--- src/rtl/pc_lut_pkg.sv ---
// ---------------------------------------------------------------------------
// pc_lut_pkg
// Shared sizing, types and FSM encoding for the branch-target table.
//   PC_LUT_DEPTH / PC_LUT_AW / PC_LUT_DW : table depth, index width, target width
//   pc_idx_t / pc_tgt_t                  : index and target value types
//   pc_wr_state_t                        : loader FSM states
// ---------------------------------------------------------------------------
package pc_lut_pkg;

    localparam int PC_LUT_DEPTH = 32;
    localparam int PC_LUT_AW    = 5;
    localparam int PC_LUT_DW    = 8;

    typedef logic [PC_LUT_AW-1:0] pc_idx_t;
    typedef logic [PC_LUT_DW-1:0] pc_tgt_t;

    typedef enum logic {
        IDLE = 1'b0,
        LOAD = 1'b1
    } pc_wr_state_t;

endpackage : pc_lut_pkg

--- src/rtl/pc_target_writer_if.sv ---
// ---------------------------------------------------------------------------
// pc_target_writer_if
// Valid/ready stream carrying branch targets from the program loader.
//   in_valid : loader has a target beat
//   in_data  : target value for the entry at the current load pointer
//   in_ready : table writer accepts a beat this cycle
// Modports: master = program loader, slave = pc_target_writer.
// ---------------------------------------------------------------------------
interface pc_target_writer_if
    import pc_lut_pkg::*;
#(
    parameter int DW = PC_LUT_DW
);

    logic          in_valid;
    logic [DW-1:0] in_data;
    logic          in_ready;

    modport master (
        output in_valid,
        output in_data,
        input  in_ready
    );

    modport slave (
        input  in_valid,
        input  in_data,
        output in_ready
    );

endinterface : pc_target_writer_if

--- src/rtl/pc_target_ram.sv ---
// ---------------------------------------------------------------------------
// pc_target_ram
// DEPTH x DW register table: one synchronous write port, one combinational
// read port, synchronous clear on Reset.
//   Clk, Reset          : clock, synchronous active-high clear of all entries
//   we, waddr, wdata    : write port (captured on rising Clk)
//   raddr, rdata        : combinational read; indices >= DEPTH read as 0
// ---------------------------------------------------------------------------
module pc_target_ram
    import pc_lut_pkg::*;
#(
    parameter int DEPTH = PC_LUT_DEPTH,
    parameter int AW    = PC_LUT_AW,
    parameter int DW    = PC_LUT_DW
) (
    input  logic          Clk,
    input  logic          Reset,
    input  logic          we,
    input  logic [AW-1:0] waddr,
    input  logic [DW-1:0] wdata,
    input  logic [AW-1:0] raddr,
    output logic [DW-1:0] rdata
);

    logic [DW-1:0] mem_q [DEPTH];

    // NOTE: the table is register-based and consumers may read it before the
    // first load, so every entry is cleared on reset rather than left unknown.
    always_ff @(posedge Clk) begin
        if (Reset) begin
            for (int i = 0; i < DEPTH; i++) begin
                mem_q[i] <= '0;
            end
        end else if (we) begin
            mem_q[waddr] <= wdata;
        end
    end

    // Only a partially populated index space needs the out-of-range guard.
    if (DEPTH < (1 << AW)) begin : g_partial
        assign rdata = (int'(raddr) < DEPTH) ? mem_q[raddr] : '0;
    end else begin : g_full
        assign rdata = mem_q[raddr];
    end

endmodule : pc_target_ram

--- src/rtl/pc_target_writer.sv ---
// ---------------------------------------------------------------------------
// pc_target_writer
// Loads the branch-target table from the loader stream and serves the
// combinational index -> target read used by fetch.
//   Clk, Reset  : clock, synchronous active-high reset
//   load_start  : pulse, begins or restarts a full-table load at index 0
//   in_if       : target stream (slave side of pc_target_writer_if)
//   load_ptr    : index the next accepted beat writes
//   load_done   : one-cycle pulse after the final beat is accepted
//   loaded      : table holds a complete image
//   index/value : combinational table read
// Build option: PC_TARGET_WR_BYPASS_EN forwards an in-flight beat to value
// when index matches load_ptr in the same cycle.
// ---------------------------------------------------------------------------
module pc_target_writer
    import pc_lut_pkg::*;
#(
    parameter int DEPTH = PC_LUT_DEPTH,
    parameter int AW    = PC_LUT_AW,
    parameter int DW    = PC_LUT_DW
) (
    input  logic                Clk,
    input  logic                Reset,
    input  logic                load_start,
    pc_target_writer_if.slave   in_if,
    output logic [AW-1:0]       load_ptr,
    output logic                load_done,
    output logic                loaded,
    input  logic [AW-1:0]       index,
    output logic [DW-1:0]       value
);

    localparam logic [AW-1:0] LAST_IDX = AW'(DEPTH - 1);

    pc_wr_state_t  state_q,     state_d;
    logic [AW-1:0] load_ptr_q,  load_ptr_d;
    logic          loaded_q,    loaded_d;
    logic          load_done_q, load_done_d;
    logic          in_ready_q,  in_ready_d;
    logic          we;
    logic [DW-1:0] ram_rdata;

    // NOTE: every signal assigned here gets a default first so no path
    // through the case leaves it unassigned and infers a latch.
    always_comb begin
        state_d     = state_q;
        load_ptr_d  = load_ptr_q;
        loaded_d    = loaded_q;
        load_done_d = 1'b0;
        we          = 1'b0;
        unique case (state_q)
            IDLE: begin
                if (load_start) begin
                    state_d    = LOAD;
                    load_ptr_d = '0;
                    loaded_d   = 1'b0;
                end
            end
            LOAD: begin
                // A restart wins over a coincident beat; that beat is dropped.
                if (load_start) begin
                    load_ptr_d = '0;
                end else if (in_if.in_valid) begin
                    we = 1'b1;
                    if (load_ptr_q == LAST_IDX) begin
                        state_d     = IDLE;
                        load_ptr_d  = '0;
                        loaded_d    = 1'b1;
                        load_done_d = 1'b1;
                    end else begin
                        load_ptr_d = load_ptr_q + AW'(1);
                    end
                end
            end
            default: state_d = IDLE;
        endcase
        // Ready is a pure function of the next state, so it is a flop with
        // no combinational path from in_valid.
        in_ready_d = (state_d == LOAD);
    end

    // NOTE: state flops use non-blocking assignments so every register
    // samples its pre-edge value regardless of statement order.
    always_ff @(posedge Clk) begin
        if (Reset) begin
            state_q     <= IDLE;
            load_ptr_q  <= '0;
            loaded_q    <= 1'b0;
            load_done_q <= 1'b0;
            in_ready_q  <= 1'b0;
        end else begin
            state_q     <= state_d;
            load_ptr_q  <= load_ptr_d;
            loaded_q    <= loaded_d;
            load_done_q <= load_done_d;
            in_ready_q  <= in_ready_d;
        end
    end

    pc_target_ram #(
        .DEPTH (DEPTH),
        .AW    (AW),
        .DW    (DW)
    ) u_ram (
        .Clk   (Clk),
        .Reset (Reset),
        .we    (we),
        .waddr (load_ptr_q),
        .wdata (in_if.in_data),
        .raddr (index),
        .rdata (ram_rdata)
    );

    assign in_if.in_ready = in_ready_q;
    assign load_ptr       = load_ptr_q;
    assign load_done      = load_done_q;
    assign loaded         = loaded_q;

`ifdef PC_TARGET_WR_BYPASS_EN
    assign value = (we && (index == load_ptr_q)) ? in_if.in_data : ram_rdata;
`else
    assign value = ram_rdata;
`endif

endmodule : pc_target_writer

--- src/flat_wrapper.sv ---
// flat-port wrapper written by rule: the top's interface ports become plain ports
module pc_target_writer_flat import pc_lut_pkg::*;
#(
    parameter int DEPTH = PC_LUT_DEPTH,
    parameter int AW    = PC_LUT_AW,
    parameter int DW    = PC_LUT_DW
)
  (Clk, Reset, load_start, load_ptr, load_done, loaded, index, value, in_if_in_valid, in_if_in_data, in_if_in_ready);
  pc_target_writer_if #(.DW(DW)) in_if_i ();
  input  logic Clk;
  input  logic Reset;
  input  logic load_start;
  output logic [AW-1:0] load_ptr;
  output logic load_done;
  output logic loaded;
  input  logic [AW-1:0] index;
  output logic [DW-1:0] value;
  input wire logic [$bits(in_if_i.in_valid)-1:0] in_if_in_valid;
  input wire logic [$bits(in_if_i.in_data)-1:0] in_if_in_data;
  output wire logic [$bits(in_if_i.in_ready)-1:0] in_if_in_ready;
  assign in_if_i.in_valid = in_if_in_valid;
  assign in_if_i.in_data = in_if_in_data;
  assign in_if_in_ready = in_if_i.in_ready;
  pc_target_writer #(.DEPTH(DEPTH), .AW(AW), .DW(DW)) u_core (.Clk(Clk), .Reset(Reset), .load_start(load_start), .in_if(in_if_i), .load_ptr(load_ptr), .load_done(load_done), .loaded(loaded), .index(index), .value(value));
endmodule
--- config.mk ---
export PLATFORM = sky130hd
export DESIGN_NAME = pc_target_writer_flat
export DESIGN_NICKNAME = d
export VERILOG_FILES = /design/src/rtl/pc_lut_pkg.sv /design/src/rtl/pc_target_writer_if.sv /design/src/rtl/pc_target_ram.sv /design/src/rtl/pc_target_writer.sv /design/src/flat_wrapper.sv
export SDC_FILE = /design/constraint.sdc
export NUM_CORES = 1
export LEC_CHECK = 0
export CAP_MARGIN = 20
export CELL_PAD_IN_SITES_DETAIL_PLACEMENT = 0
export CELL_PAD_IN_SITES_GLOBAL_PLACEMENT = 2
export CORE_ASPECT_RATIO = 0.7
export CORE_MARGIN = 3
export CORE_UTILIZATION = 46
export CTS_CLUSTER_SIZE = 40
export DETAILED_ROUTE_END_ITERATION = 8
export PLACE_DENSITY = 0.75
export SYNTH_ARGS = -nofsm -noshare
export SYNTH_HDL_FRONTEND = slang
export SYNTH_SLANG_ARGS = --single-unit
--- constraint.sdc ---
create_clock -name Clk -period 2.8 [get_ports Clk]
set_input_delay 0.42 -clock Clk [delete_from_list [all_inputs] [get_ports Clk]]
set_output_delay 0.42 -clock Clk [all_outputs]
set_load 0.02 [all_outputs]
==> results of run 1 <==
[power by group through the flow]
stage | combinational, mW | sequential (mW) | clock [mW]
after floorplan | 0.415 | 4.59 | 0
after global placement | 0.678 | 4.65 | 0
after detailed placement | 0.686 | 4.65 | 0
after CTS | 0.702 | 4.57 | 3.75
after global routing | 0.736 | 4.58 | 3.92
final | 0.697 | 4.57 | 3.69
[layout by cell type, fill, tap and decap left out, types with 4 or more instances in the layout]
master,n
mux4_2,80
nor2_1,4
nand2_1,4
inv_1,6
buf_12,10
edfxtp_1,256
bufinv_16,4
and2_1,256
nor3_1,32
clkdlybuf4s50_1,22
buf_6,6
or2_2,33
clkinv_1,5
ha_1,6
dfxtp_1,8
nand3_1,4
clkbuf_16,27
clkinv_2,5
a21oi_1,7
buf_4,49
clkbuf_1,5
mux2_4,6
[sequential cells by signal, indices dropped and copies added, names as in the netlist]
signal / flops
u_core.u_ram.mem_q: 256
u_core.load_ptr: 5
u_core.load_done: 1
u_core.loaded: 1
u_core.state_q: 1
[logic make-up (layout without fill, tap and decap cells)]
kind of cell | count (synthesis) | in the layout | synth area share
multiplexers | 88 | 88 | 0.154
adder cells (fa/ha/maj) | 6 | 6 | 0.00613
flip-flops | 264 | 264 | 0.640
buffers and inverters | 61 | 146 | 0.0212
AO/OA/AOI/OAI | 11 | 11 | 0.00459
AND/OR/NAND/NOR | 346 | 346 | 0.173
[final cells by class]
class	count	share of cell area
clock inverters	17	0.0143
multi-input cells	451	0.292
well taps	357	0.0313
inverters	9	0.00237
clock buffers	32	0.0487
flip-flops and latches	264	0.551
repair buffers	88	0.0604
[worst min path at each step]
stage                        startpoint              to  depth (start not counted)
after floorplan              load_start  u_core.state_q                          2
after global placement    u_core.loaded   u_core.loaded                          2
after detailed placement  u_core.loaded   u_core.loaded                          2
after CTS                 u_core.loaded   u_core.loaded                          2
after global routing      u_core.loaded   u_core.loaded                          2
final                     u_core.loaded   u_core.loaded                          2
[metal layers]
metal,vias up,part of all wire
met5,-,0.00086
met4,4,0.017
met3,37,0.10
met2,275,0.40
met1,3484,0.47
li1,3018,-
[critical path, delay by kind of cell, from the launching register on]
family	cells	cell delay [ns]
flip-flops	1	0.46
buffers and inverters	1	0.13
multiplexers	3	1.34
[stage by stage]
step,instance area (um^2),setup slack (ns)
after CTS,14300,-0.0959
after global routing,14300,-0.139
after detailed placement,13300,-0.373
after global placement,13300,-0.365
final,14300,-0.0816
after floorplan,12300,0.208
[what timing repair did]
item / CTS / global route
resized for setup: 52 / 0
endpoints found under the hold margin: 0 / 0
endpoints found under the setup margin: 8 / 8
==> impl_metrics.env, run 1 <==
export IMPL_sequentialPowerShare=0.510
export IMPL_num_io_pins=33
export IMPL_crit_fanout=1
export IMPL_power_frac_clock=0.412
export IMPL_drc=0
export IMPL_irDropWorstVdd_mv=0.433
export IMPL_synthTopCellsByCount="256 x and2_1, 256 x edfxtp_1, 80 x mux4_2"
export IMPL_first_global_vias=6693
export IMPL_cp_end_kind="output port"
export IMPL_post_cts_buffers=0
export IMPL_utilization=0.550
export IMPL_finalPower_mw=8.96
export IMPL_clk_latency_ns=0.55
export IMPL_grtUsageMet1=0.351
export IMPL_setup_viol=8
export IMPL_dpl_hpwl_um=21500
export IMPL_synth_flop_cell="edfxtp_1"
export IMPL_clk_path_buf_depth=3
export IMPL_power_leakage_nw=5.07
export IMPL_power_internal_mw=6.97
export IMPL_timing_rr_start="u_core.load_ptr[0]"
export IMPL_postRouteAntennaNets=0
export IMPL_period_share=1.03
export IMPL_holdCritPathClass="reg2reg"
export IMPL_netSwitchingPower_mw=1.99
export IMPL_drv_slew=0
export IMPL_wl_per_cell_um=25.8
export IMPL_drt_iter0_drc=616
export IMPL_drt_wl_total_um=31500
export IMPL_via_per_inst=5.60
export IMPL_grt_ovfl_total=0
export IMPL_areaGrowthSynthToFinish_pct=16.3
export IMPL_combinationalPowerShare=0.078
export IMPL_met3_usage=0.0798
export IMPL_synth_seq_area_share=0.640
export IMPL_ctsHoldBuffers=0
export IMPL_rows=49
export IMPL_yosysTopAreaCell="edfxtp_1"
export IMPL_htree_levels=1
export IMPL_yosysTopAreaCellShare=0.627
export IMPL_cts_root_buffer="clkbuf_16"
export IMPL_diodes=0
export IMPL_ys_types=28
export IMPL_critical_path_class="reg2out"
export IMPL_cp_endpoint="value[2]"
export IMPL_tritoncts="built"
export IMPL_grt_max_degree=36
export IMPL_crit_path_max_incr_delay_ns=0.55
export IMPL_clock_sinks=264
export IMPL_place_congestion=0.887
export IMPL_worst_setup_path_start_kind="register"
export IMPL_max_slew_worst_pin_slew_ns=0.919
export IMPL_grt_pass1_wl_um=46600
export IMPL_regArea_mm2=0.00785
export IMPL_place_inst=1169
export IMPL_drive_above_1_share=0.269
export IMPL_r2r_slack_ns=0.26
export IMPL_crit_start="u_core.u_ram.mem_q[29][2]"
export IMPL_syn_inst=776
export IMPL_synth_seq_cells=264
export IMPL_fin_cells=1218
export IMPL_core_area_mm2=0.0259
export IMPL_slowest_stage="mux4_2"
export IMPL_timing_fmax_ghz=0.347
export IMPL_finalCriticalPeriod_ns=2.88
export IMPL_violations="negative setup slack"
export IMPL_grt_met2_usage=0.305
export IMPL_synth_async_sr_flop_share=0
export IMPL_synth_edff_count=256
export IMPL_setup_tns_ns=-0.479
export IMPL_clk_pin_slew_ns=0.06
export IMPL_rsz0062_at_grt="yes"
export IMPL_final_nets=864
export IMPL_cap_violations=0
export IMPL_crit_chain="mux4_2, mux4_2, mux2_4, buf_6"
export IMPL_cp_common_cell="mux4_2"
export IMPL_p_sw_frac=0.222
export IMPL_die_x_um=201
export IMPL_antenna_found_initial=2
export IMPL_outcome="finished with violations"
export IMPL_start_util=0.472
export IMPL_whs_ns=0.499
export IMPL_syn_nets=799
export IMPL_hold_viol=0
export IMPL_io_buffers=32
export IMPL_dr_pass1_iters=5
export IMPL_cp_required_ns=2.38
export IMPL_setup_slack_ns=-0.0816
export IMPL_power_density_mw_per_mm2=629
export IMPL_slew_headroom=0.382
export IMPL_yosysWarnings=0
export IMPL_crit_arrival_ns=2.46
export IMPL_cts_made_buffers=27
export IMPL_die_h_um=143
export IMPL_skew_ns=0.0130
export IMPL_die_area_mm2=0.0287
export IMPL_multi_input_area_mm2=0.00417
export IMPL_reg2reg_depth=6
export IMPL_r2r_end="u_core.u_ram.mem_q[26][4]"
export IMPL_fillers=2033
export IMPL_vias=6818
export IMPL_synth_area_leaders="edfxtp_1 63%, mux4_2 15%, and2_1 13%"
export IMPL_syn_avg_cell_area_um2=15.8
export IMPL_top_usage_layer="met1"
export IMPL_netlist_area_mm2=0.0123
export IMPL_grtUsageTotal=0.225
Note: power is estimated with default switching activity, not from simulation.
==> run 2, diff against run 1 <==
Settings changed: CORE_MARGIN 3 to default.
==> run 2 against run 1 <==
Effect of this change: the flow still finishes with violations (negative setup slack); sequential cell count is the same; worst hold slack improved by 0.020 ns; sequential share of layout area grew 0.50 points; power decreased by 2.8%; critical path depth unchanged; die area is 4.7% lower; cell count decreased by 0.74%; combinational power hardly changed; highest routed layer is now met4; final area is 0.90% lower; maximum frequency rose by 0.13%.
==> impl_metrics.env, run 2 (synthesis results as in run 1) <==
export IMPL_outcome="finished with violations"
export IMPL_violations="negative setup slack"
export IMPL_finalCriticalPeriod_ns=2.88
export IMPL_drt_wl_total_um=31100
export IMPL_cts_made_buffers=27
export IMPL_irDropWorstVdd_mv=0.448
export IMPL_tritoncts="built"
export IMPL_slew_headroom=0.436
export IMPL_wl_per_cell_um=25.7
export IMPL_ctsHoldBuffers=0
export IMPL_largest_reg_flops=256
export IMPL_clk_path_buf_depth=3
export IMPL_post_cts_buffers=0
export IMPL_htree_levels=1
export IMPL_drc=0
export IMPL_timing_fmax_ghz=0.347
export IMPL_period_share=1.03
export IMPL_via_per_inst=5.61
export IMPL_dpl_instance_area_mm2=0.0133
export IMPL_dr_pass1_iters=4
export IMPL_skew_ns=0.0131
export IMPL_crit_fanout=1
export IMPL_io_buffers=32
export IMPL_min_path_cells=2
export IMPL_max_slew_worst_pin_slew_ns=0.840
export IMPL_cap_violations=0
export IMPL_hold_viol=0
export IMPL_cts_root_buffer="clkbuf_16"
export IMPL_place_congestion=0.837
export IMPL_cp_end_kind="output port"
export IMPL_design_area_mm2=0.0141
export IMPL_drv_slew=0
export IMPL_clock_sinks=264
export IMPL_rsz0062_at_grt="yes"
export IMPL_power_density_mw_per_mm2=617
export IMPL_drive_above_1_share=0.264
export IMPL_critical_path_class="reg2out"
export IMPL_antenna_found_initial=0
export IMPL_first_global_vias=6744
export IMPL_postRouteAntennaNets=0
export IMPL_setup_tns_ns=-0.451
export IMPL_die_h_um=139
export IMPL_die_area_mm2=0.0273
export IMPL_die_x_um=197
export IMPL_grtUsageTotal=0.236
export IMPL_rows=49
export IMPL_dpl_hpwl_um=21200
export IMPL_grt_ovfl_total=0
export IMPL_grt_pass1_wl_um=46100
export IMPL_diodes=0
export IMPL_power_leakage_nw=5.00
export IMPL_setup_viol=8
export IMPL_start_util=0.472
export IMPL_whs_ns=0.519
export IMPL_reg2reg_depth=5
export IMPL_num_io_pins=33
export IMPL_core_area_mm2=0.0259
export IMPL_crit_arrival_ns=2.46
export IMPL_areaGrowthSynthToFinish_pct=15.3
export IMPL_worst_setup_path_start_kind="register"
export IMPL_grt_max_degree=40
export IMPL_cp_required_ns=2.38
export IMPL_regMostFlops="u_core.u_ram.mem_q"
export IMPL_setup_slack_ns=-0.0778
export IMPL_clk_latency_ns=0.54
export IMPL_clk_pin_slew_ns=0.06
export IMPL_holdCritPathClass="reg2reg"
export IMPL_final_nets=858
export IMPL_drt_iter0_drc=703
export IMPL_final_cell_mix="256 x and2_1, 256 x edfxtp_1, 80 x mux4_2, 43 x buf_4, 33 x or2_2"
export IMPL_vias=6782
run 2: cell types whose count changed in the layout (fill, tap and decap cells not counted), moves of 2 or more:
| cell | delta |
|---|---|
| buf_4 | -6 |
| clkbuf_1 | -3 |
| bufinv_16 | -2 |
| buf_12 | -2 |
run 2: timing repair:
item                                    CTS  global route
gates resized for setup                  50             3
endpoints found under the setup margin    8             8
endpoints found under the hold margin     0             0
run 2: critical path: stages (launching register included):
cell and delay, ns:
edfxtp_1 0.44, mux4_2 0.48, mux4_2 0.55, mux2_2 0.29, buf_2 0.16
run 2: layout make-up:
cell class / count / area (um^2)
fill: 2062 / 11800
sequential: 264 / 7850
multi-input combinational: 451 / 4170
timing repair buffer: 82 / 792
clock buffer: 29 / 683
tap: 357 / 447
clock inverter: 17 / 153
inverter: 9 / 33.8
run 2: per-layer routing:
layer	GRT usage	up-vias	share of wire	wire length, um
met5	0	-	0	0
met1	0.379	3477	0.48	14800
met4	0.0518	0	0.021	666
met3	0.0506	40	0.081	2510
li1	-	2996	-	-
met2	0.327	269	0.42	13100
run 2: worst paths after layout:
path | start | to | slack [ns]
max | u_core.u_ram.mem_q[29][2] | value[2] | -0.08
min | u_core.loaded | u_core.loaded | 0.52
max reg2reg | u_core.load_ptr[1] | u_core.u_ram.mem_q[26][4] | 0.30
min reg2reg | u_core.loaded | u_core.loaded | 0.52
run 2: where the power goes:
| part | internal, mW | switching [mW] |
|---|---|---|
| sequential | 4.49 | 0.0783 |
| clock | 1.95 | 1.50 |
| combinational | 0.321 | 0.375 |
| total | 6.75 | 1.96 |
run 2: per-stage QoR:
step | util | instances | setup slack, ns | power, mW
2_1_floorplan | - | 776 | 0.208 | 5.01
3_3_place_gp | 0.511 | 1163 | -0.396 | 5.32
3_5_place_dp | 0.511 | 1163 | -0.404 | 5.33
4_1_cts | 0.544 | 1209 | -0.0780 | 8.75
5_1_grt | 0.545 | 1209 | -0.0926 | 8.94
6_report | 0.545 | 1209 | -0.0778 | 8.71
==> patch 1: new RTL, settings of run 2 <==
Add a define of `PC_TARGET_WR_BYPASS_EN`.
--- a/src/rtl/pc_target_writer.sv
+++ b/src/rtl/pc_target_writer.sv
@@ -12,6 +12,8 @@
 // Build option: PC_TARGET_WR_BYPASS_EN forwards an in-flight beat to value
 // when index matches load_ptr in the same cycle.
 // ---------------------------------------------------------------------------
+`define PC_TARGET_WR_BYPASS_EN
+
 module pc_target_writer
     import pc_lut_pkg::*;
 #(
Behaviour: not the same (Yosys sat finds a counterexample within 4 cycles, from zero or initial values and one cycle with Reset high).
==> patch 1 against run 2 <==
The run still ends with negative setup slack left; wire length grew 7.9%; design area up 5.8%; sequential cell count unchanged; hold slack worse by 31 ps; power is 3.2% higher; worst setup slack improved by 38 ps; combinational power is 18% higher; area after synthesis rose by 2.8%.
==> patch 1: results (changes against run 2) <==
status finished, violations left; failing checks negative setup slack; 1st-iter DRT viols 823 (+17%); Syn Area/Cell 14.1 um2 (-11%); Fill cells 2162 (+4.8%); largest net degree at the start of global routing 35 (-13%); dpl cells 1320 (+13%); static leakage 5.35 nW (+7.1%); FF-to-FF Start u_core.load_ptr[3]; fraction of layout cells with a size suffix above 1 27.1% (+0.65 points); final WL 33600 um (+7.9%); Port Buffers 32 (unchanged); DPL Wire Length 23100 um (+8.9%); Post-CTS Resized 48 (-4.0%); initial antenna violation count 1 (+1); Final nets 1011 (+18%); setup TNS -40.3 ps (+411 ps); global-route wire length before repair 49900 um (+8.1%); r2r setup slk 680 ps (+380 ps); CP peak stage delay 540 ps; Final WS setup -40.3 ps (+37.5 ps); Finished Core Util 55.7% (+1.2 points); synth top area cells edfxtp_1 (61%), mux4_2 (9.8%), and2_1 (9.7%); # Post-CTS Setup Buffers 1 (+1); Cell variety after synth 45 (+61%); commonest cells in the netlist edfxtp_1 (256), and2_1 (196), nor3_1 (68); Via Count 7862 (+16%); clock skew 14.5 ps (+1.37 ps); Net Sw Power 2.10 mW (+7.1%); Pre-Repair DR Iteration Count 7 (+3); final hold slack 489 ps (-30.7 ps); endpoints failing setup 1 (-7); worst r2r dst u_core.u_ram.mem_q[22][7]; sequential area share after synthesis 62.3% (-1.7 points); slew of the pin with the lowest slew margin 540 ps (-300 ps); GPL Wtd Cong 0.841 (+0.38%); Placement Setup Slack -590 ps (-186 ps); CP arrival 2420 ps (-40 ps); syn_nets 917 (+15%); Worst VDD drop 0.505 mV (+13%); Post-Place Cell Area 13900 um2 (+4.8%); Clock Latency Late Sink 570 ps (+30 ps); R2R cell count 4 (-1); Total GRT Usage 24.7% (+1.1 points); final std cells w/o fill 1374 (+14%)
[patch 1: how the worst max path moves through the flow]
stage / cells after the start / end / startpoint / slack (ps)
after floorplan: 8 / value[1] / index[0] / 360
after global placement: 10 / value[1] / index[4] / -560
after detailed placement: 9 / value[7] / index[4] / -590
after CTS: 5 / value[3] / u_core.u_ram.mem_q[31][3] / -80
after global routing: 5 / value[3] / u_core.u_ram.mem_q[31][3] / -130
final: 5 / value[3] / u_core.u_ram.mem_q[31][3] / -40
[patch 1: metal layers]
metal | up-vias | GRT usage [%] | share of wire (%)
li1 | 3505 | - | -
met1 | 4037 | 37.6 | 46
met2 | 276 | 35.8 | 44
met3 | 44 | 5.61 | 8.0
met4 | 0 | 5.79 | 2.3
met5 | - | 0 | 0
[patch 1: logic make-up (layout without fill, tap and decap cells)]
family | count (synthesis) | in the layout | synth area share [%]
adder cells (fa/ha/maj) | 6 | 6 | 0.596
other | 0 | 1 | 0
buffers and inverters | 77 | 192 | 2.90
AO/OA/AOI/OAI | 51 | 51 | 2.77
flip-flops | 264 | 264 | 62.3
AND/OR/NAND/NOR | 396 | 396 | 17.6
XOR/XNOR | 5 | 5 | 0.348
multiplexers | 95 | 95 | 13.4
[patch 1: power by group through the flow]
stage / clock (mW) / sequential (mW) / combinational [mW]
floorplan: 0 / 4.59 / 0.452
global placement: 0 / 4.61 / 0.782
detailed placement: 0 / 4.62 / 0.790
CTS: 3.68 / 4.53 / 0.793
global route: 3.83 / 4.55 / 0.869
finish: 3.64 / 4.53 / 0.822
[patch 1: layout make-up]
type | count | share of cell area [%]
timing repair buffer | 134 | 8.09
sequential | 264 | 52.5
tap | 364 | 3.05
clock inverter | 17 | 1.18
inverter | 8 | 0.201
antenna | 1 | 0.0167
multi-input combinational | 553 | 30.3
clock buffer | 33 | 4.67
==> patch 2: new RTL, flow settings as in run 2 <==
Without the edit above. Set the package constant `PC_LUT_DEPTH` to 64 (it was 32).
--- a/src/rtl/pc_lut_pkg.sv
+++ b/src/rtl/pc_lut_pkg.sv
@@ -7,7 +7,7 @@
 // ---------------------------------------------------------------------------
 package pc_lut_pkg;
 
-    localparam int PC_LUT_DEPTH = 32;
+    localparam int PC_LUT_DEPTH = 64;
     localparam int PC_LUT_AW    = 5;
     localparam int PC_LUT_DW    = 8;
 
Behaviour: same outputs for any inputs over 4 cycles, from zero or initial values and one cycle with Reset high; that may be too few to reach the edited logic, so the function may still have changed.
==> patch 2 against run 2 <==
The run still ends with negative setup slack left; via count shrank 0.19%; worst setup slack gained 7.8 ps; power is 4.1% lower; design area is 0.81% higher; area after synthesis up 0.88%; wire length is 4.1% lower; sequential cell count did not move; critical endpoint is now value[4].
==> patch 2: results (changes against run 2) <==
status finished, violations left; failing checks negative setup slack; mux cell area share after synthesis 15.3% (-0.13 points); GR Layer Usage met2 30.2% (-2.5 points); Cell variety after synth 31 (+11%); Fill cells 2070 (+0.39%); largest net degree at the start of global routing 37 (-7.5%); part of the power in registers 54.2% (+1.8 points); 1st-iter DRT viols 489 (-30%); via/cell ratio 5.57 (-0.77%); met2 wire len 12200 um (-6.7%); clk tree area frac 5.22% (-0.70 points); CLK BUF 33 (+14%); global-route wire length before repair 44800 um (-2.8%); nonclk buf count 98 (+20%); fraction of layout cells with a size suffix above 1 29.1% (+2.7 points); endpoints failing setup 8 (unchanged); clock skew 10.2 ps (-2.95 ps); slew of the pin with the lowest slew margin 774 ps (-66.5 ps); worst r2r dst u_core.u_ram.mem_q[3][1]; Final WS setup -70.1 ps (+7.79 ps); Synth Area in Compound Gates 0.456% (-0.0040 points); Post-Place Cell Area 13500 um2 (+1.5%); count of non-CTS inverters in the layout 2 (-7); static leakage 5.20 nW (+3.9%); synth top area cells edfxtp_1 (62%), mux4_2 (15%), and2_1 (13%)
-- patch 2: cell count changes in the layout (fill, tap and decap cells not counted), moves of 5 or more --
cell,run 2,this run
clkbuf_1,2,7
nor3_4,0,8
buf_4,43,59
nor3_2,0,9
nor3_1,32,16
-- patch 2: logic make-up (layout without fill, tap and decap cells) --
kind of cell / after synthesis / after routing
multiplexers: 88 / 88
AND/OR/NAND/NOR: 348 / 348
adder cells (fa/ha/maj): 2 / 2
buffers and inverters: 59 / 146
AO/OA/AOI/OAI: 11 / 11
flip-flops: 264 / 264
-- patch 2: worst max-delay path by stage --
stage                                   start  endpoint
global placement                     index[1]  value[2]
CTS                 u_core.u_ram.mem_q[28][4]  value[4]
detailed placement                   index[1]  value[7]
finish              u_core.u_ram.mem_q[28][4]  value[4]
global route        u_core.u_ram.mem_q[28][4]  value[4]
floorplan                            index[2]  value[0]
-- patch 2: worst max-delay path, cell delays in order (launching register included) --
cell,delay [ps]
edfxtp_1,450
mux4_2,520
mux4_2,530
mux2_4,280
buf_6,130
